### src/rtl/aes_round_key_server.sv
// aes_round_key_server
// Holds the eleven AES-128 round keys (cipher key plus the ten expanded keys
// delivered as one packed SuperKey) and streams them out one per valid/ready
// handshake. Forward order 0..NO_ROUNDS feeds encryption; reverse order
// NO_ROUNDS..0 feeds decryption.
//
// Optional build macro: ROUND_KEY_ZEROIZE_EN
//   When defined, the store and the loaded flags are wiped on the final
//   transfer of every sequence, and round_key reads 0 whenever it is not
//   valid. Each sequence then needs a fresh load.
module aes_round_key_server #(
  parameter int DATA_W    = 128,
  parameter int NO_ROUNDS = 10,
  parameter int IDX_W     = 4
) (
  input  logic                      clk,
  input  logic                      reset,
  input  logic                      cipher_valid,
  input  logic [DATA_W-1:0]         cipher_key,
  input  logic                      superkey_valid,
  input  logic [NO_ROUNDS*DATA_W-1:0] SuperKey,
  input  logic                      start,
  input  logic                      decrypt,
  input  logic                      rk_ready,
  output logic                      rk_valid,
  output logic [DATA_W-1:0]         round_key,
  output logic [IDX_W-1:0]          round_idx,
  output logic                      rk_last,
  output logic                      busy,
  output logic                      keys_loaded
);

  typedef enum logic {
    IDLE  = 1'b0,
    SERVE = 1'b1
  } state_t;

  localparam logic [IDX_W-1:0] LAST_IDX = IDX_W'(NO_ROUNDS);
  localparam logic [IDX_W-1:0] ONE_IDX  = IDX_W'(1);

  state_t state;
  state_t state_next;

  logic [DATA_W-1:0] key_store [0:NO_ROUNDS];
  logic              cipher_ok;
  logic              keys_loaded_q;
  logic              dir_q;
  logic [IDX_W-1:0]  idx_q;
  logic [DATA_W-1:0] round_key_q;
  logic [IDX_W-1:0]  round_idx_q;

  logic              launch;
  logic              transfer;
  logic              at_last;
  logic              final_xfer;
  logic [IDX_W-1:0]  first_idx;
  logic [IDX_W-1:0]  step_idx;

  // Sequencer state register
  always_ff @(posedge clk or negedge reset) begin
    if (!reset) begin
      state <= IDLE;
    end else begin
      state <= state_next;
    end
  end

  // Next state: a start only launches once a full key set is present, and the
  // only way out of SERVE is handing over the final key
  always_comb begin
    state_next = state;
    case (state)
      IDLE:    if (launch)     state_next = SERVE;
      SERVE:   if (final_xfer) state_next = IDLE;
      default: state_next = IDLE;
    endcase
  end

  // Handshake decode and status outputs derived from the current state
  always_comb begin
    rk_valid   = (state == SERVE);
    busy       = (state == SERVE);
    at_last    = dir_q ? (idx_q == '0) : (idx_q == LAST_IDX);
    rk_last    = (state == SERVE) && at_last;
    transfer   = rk_valid && rk_ready;
    final_xfer = transfer && at_last;
    launch     = (state == IDLE) && start && keys_loaded_q;
    first_idx  = decrypt ? LAST_IDX : '0;
    step_idx   = dir_q ? (idx_q - ONE_IDX) : (idx_q + ONE_IDX);
  end

  // Key store and load flags; loads are only honoured while idle so a running
  // sequence always sees one consistent key set
  always_ff @(posedge clk or negedge reset) begin
    if (!reset) begin
      for (int k = 0; k <= NO_ROUNDS; k++) begin
        key_store[k] <= '0;
      end
      cipher_ok     <= 1'b0;
      keys_loaded_q <= 1'b0;
    end else if (state == IDLE) begin
      if (cipher_valid) begin
        key_store[0] <= cipher_key;
        cipher_ok    <= 1'b1;
      end
      if (superkey_valid) begin
        for (int k = 1; k <= NO_ROUNDS; k++) begin
          key_store[k] <= SuperKey[(NO_ROUNDS-k)*DATA_W +: DATA_W];
        end
        keys_loaded_q <= cipher_ok | cipher_valid;
      end else if (cipher_valid) begin
        keys_loaded_q <= 1'b0;
      end
    end
`ifdef ROUND_KEY_ZEROIZE_EN
    else if (final_xfer) begin
      for (int k = 0; k <= NO_ROUNDS; k++) begin
        key_store[k] <= '0;
      end
      cipher_ok     <= 1'b0;
      keys_loaded_q <= 1'b0;
    end
`endif
  end

  // Output key register: load the first key on launch, advance on each
  // non-final transfer, otherwise hold so stalls see a stable key
  always_ff @(posedge clk or negedge reset) begin
    if (!reset) begin
      idx_q       <= '0;
      dir_q       <= 1'b0;
      round_key_q <= '0;
      round_idx_q <= '0;
    end else if (launch) begin
      idx_q       <= first_idx;
      dir_q       <= decrypt;
      round_key_q <= key_store[first_idx];
      round_idx_q <= first_idx;
    end else if (transfer && !at_last) begin
      idx_q       <= step_idx;
      round_key_q <= key_store[step_idx];
      round_idx_q <= step_idx;
    end
`ifdef ROUND_KEY_ZEROIZE_EN
    else if (final_xfer) begin
      round_key_q <= '0;
    end
`endif
  end

  assign round_key   = round_key_q;
  assign round_idx   = round_idx_q;
  assign keys_loaded = keys_loaded_q;

endmodule

### config.mk
export PLATFORM = sky130hd
export DESIGN_NAME = aes_round_key_server
export DESIGN_NICKNAME = d
export VERILOG_FILES = /design/src/rtl/aes_round_key_server.sv
export SDC_FILE = /design/constraint.sdc
export NUM_CORES = 2
export LEC_CHECK = 0
export CORE_AREA = 2 2 613 615
export CTS_CLUSTER_DIAMETER = 120
export DETAILED_ROUTE_END_ITERATION = 10
export DIE_AREA = 0 0 615 617
export SYNTH_ARGS = -nofsm -noshare
export SYNTH_HDL_FRONTEND = slang
export SYNTH_SLANG_ARGS = --single-unit
### constraint.sdc
create_clock -name clk -period 6.31 [get_ports clk]
set_clock_uncertainty 0.2 [all_clocks]
set_input_delay 1.262 -clock clk [delete_from_list [all_inputs] [get_ports clk]]
set_output_delay 1.262 -clock clk [all_outputs]
set_load 0.05 [all_outputs]
==> flow_summary.yaml <==
detailed_routing:
  postRouteAntennaNets: 0
  wl_per_cell_um: 32.15
  drtIter0Drc: 3922
  vias_per_cell: 4.418
  wirelength_um: 372400
  routed-via-count: 51170
  dr.pass1.iters: 7
  drcViolationCount: 0
cts:
  cts_setup_buffers: 0
  cts_max_level: 4
  clock_latency_ns: 0.90
  cts-root-buf: "clkbuf_16"
  clk_pin_slew_ns: 0.06
  hold_buffers: 0
  cts_tree: "yes"
  cts_resized: 0
  cts_buffers: 193
  clock_path_buffers: 4
  clock-sinks: 1544
placed_design:
  placed_cells: 11130
  dpl.hpwl_um: 289400
  io_buffers: 1550
  gp_congestion: 0.9062
  placed_cell_area_sq_mm: 0.09183
worst_setup_path:
  cp_data_arrival_time_ns: 3.55
  endpoint_kind: "output pin"
  cp.required_ns: 4.85
  slowest_stage: "a211oi_2"
  startpoint_type: "register"
  slowest_delay_ns: 0.81
  worst-path-max-fanout: 7
  timing.rr.end: "round_key[115]"
  crit_chain: "or3b_1, a211oi_2, and2_1, clkdlybuf4s50_1"
  r2r_slack_ns: 2.11
  worstReg2RegStart: "idx_q[0]"
  rr_worst_depth: 7
  crit_type: "reg -> out"
yosys:
  synth_nets: 6292
  synth_top_area_share_pct: 54.88
  synth_area_leader_cell: "dfrtp_1"
  synth-seq-cells: 1544
  synth_area_leaders: "dfrtp_1, mux2_2, mux4_2"
  synthCells: 4874
  synth_seq_area_share_pct: 54.88
  syn_area_sq_mm: 0.07040
  synth.avg_cell_area_sq_um: 14.44
  yosysWarnings: 0
  synth_cell_types: 35
cells_and_area:
  drive_gt1_share_pct: 34.39
  final_cells: 11580
  syn2layout_area_growth_pct: 40.10
  final_area_sq_mm: 0.09863
  final_nets: 7753
floorplan:
  die_width_um: 615
  coreArea_sq_mm: 0.3736
  initial_core_util_pct: 18.85
  fp.dieH_um: 617
  core.rowCount: 225
  ioPinCount: 1551
  die_area_sq_mm: 0.3795
grt:
  grtUsageMet2_pct: 31.43
  use_met3_pct: 6.503
  gr-total-overflow: 0
  antenna_found_initial: 249
  grt_pass1_wl_um: 496000
  use_met1_pct: 22.17
  grt_util_all_layers_pct: 19.01
  grt_max_degree: 167
  grt_busiest_layer: "met2"
  first_global_vias: 53110
sta:
  tightest_slew_ns: 1.207
  final-setup-viol-count: 0
  layout_min_cycle_time_ns: 5.012
  final_max_slew_viol_count: 0
  setup_tns_ns: 0
  slew_headroom_pct: 19.51
  hold_violations: 0
  rsz0062_at_grt: "no"
  max_freq_ghz: 0.1995
  min_period_over_period_pct: 79.43
  holdWs_ns: 0.08274
pwr:
  power.clock.fraction_pct: 19.6
  p_sw_w: 0.02453
  max-vdd-ir-drop_mv: 0.7501
  combPwrFrac_pct: 48.4
  cellPowerDensity_mw_per_mm2: 603.2
  swShare_pct: 41.23
  seqPwrFrac_pct: 32.0
  leakage_nw: 38.22
  p_int_w: 0.03497
flow_run:
  maxCapViolCount: 0
run_status:
  status: "completed"
worst_hold_path:
  min_path_type: "in -> async"
[registers in the layout, indices dropped and copies added, names as in the netlist]
signal / count
dir_q: 1
idx_q: 4
key_store: 1408
cipher_ok: 1
round_key: 128
busy: 1
keys_loaded: 1
[power by group through the flow]
| stage | clock, W | combinational (W) | sequential, W |
|---|---|---|---|
| 6_report | 0.0117 | 0.0288 | 0.0191 |
| 5_1_grt | 0.0123 | 0.0305 | 0.0196 |
| 4_1_cts | 0.0120 | 0.0292 | 0.0191 |
| 3_5_place_dp | 0 | 0.0290 | 0.0192 |
| 3_3_place_gp | 0 | 0.0288 | 0.0190 |
| 2_1_floorplan | 0 | 0.0174 | 0.0183 |
[layer usage]
metal,wire (um),up-vias
li1,-,21130
met1,143200,27010
met2,179000,2212
met3,32350,711
met4,17200,108
met5,686,-
[synthesized netlist by cell type]
cell          n
a21oi_1     130
or3b_1        1
nor2_1      202
a22o_1       56
o21ai_0      72
buf_1        23
or2_1         1
mux4_2      256
a211oi_2      1
nor2b_1       2
a2111oi_2     1
nand2_1     142
buf_4        12
a31oi_1      71
nor3_1        2
fa_1          1
o211ai_1     57
a22oi_1      74
dfrtp_1    1544
ha_1          2
or2_2         2
buf_2       163
buf_6         4
mux2_2     1536
xor2_1        2
and2_1        2
o21a_2        1
mux2i_1     184
clkbuf_1    179
o21ai_1      72
nand3b_1      1
nand3_1      74
xnor2_1       1
o31a_1        2
a21o_1        1
[placed cells by master (no fill, tap or decap), drive strengths merged, types with 2 or more instances in the layout]
cell	Yosys	final
and2	2	2
bufinv	0	15
clkbuf	179	266
nand3	74	74
dfrtp	1544	1544
o21ai	144	144
a21oi	130	130
inv	0	8
mux4	256	256
ha	2	2
clkinv	0	42
nor3	2	2
clkdlybuf4s50	0	1543
nor2	202	202
diode	0	106
mux2	1536	1536
clkinvlp	0	11
o31a	2	2
buf	202	104
o211ai	57	57
mux2i	184	184
nand2	142	142
or2	3	3
a31oi	71	71
nor2b	2	2
a22oi	74	74
a22o	56	56
xor2	2	2
[area by class of cell]
cell class                      count  area, sq um
Fill cell                       38380       274900
Sequential cell                  1544        38640
Multi-Input combinational cell   2949        30180
Timing Repair Buffer             1647        16770
Tap cell                         4994         6248
Clock buffer                      266         5587
Clock inverter                     76        952.2
Antenna cell                      106        265.3
[metrics by stage]
step / worst slack, ns / power [W] / util (%)
2_1_floorplan: 2.976 / 0.03570 / -
3_3_place_gp: 2.127 / 0.04772 / 24.58
3_5_place_dp: 2.108 / 0.04819 / 24.58
4_1_cts: 1.259 / 0.06018 / 26.33
5_1_grt: 1.212 / 0.06246 / 26.38
6_report: 1.298 / 0.05950 / 26.40
[critical path: cells and delay by family, from the launching register on]
family	cells	cell delay, ns
AO/OA/AOI/OAI	1	0.81
AND/OR/NAND/NOR	2	0.62
flip-flops	1	0.48
buffers and inverters	1	0.80
[cell families after synthesis]
| kind of cell | share of synthesized area [%] |
|---|---|
| AND/OR/NAND/NOR | 2.460 |
| AO/OA/AOI/OAI | 4.759 |
| multiplexers | 35.37 |
| flip-flops | 54.88 |
| XOR/XNOR | 0.03733 |
| adder cells (fa/ha/maj) | 0.06397 |
| buffers and inverters | 2.428 |
[how the worst max path moves through the flow]
stage / start / end / slack (ns)
2_1_floorplan: idx_q[1] / rk_last / 2.98
3_3_place_gp: idx_q[0] / round_key[115] / 2.13
3_5_place_dp: idx_q[0] / round_key[115] / 2.11
4_1_cts: dir_q / rk_last / 1.26
5_1_grt: dir_q / rk_last / 1.21
6_report: dir_q / rk_last / 1.30
(Power assumes the default switching activity.)
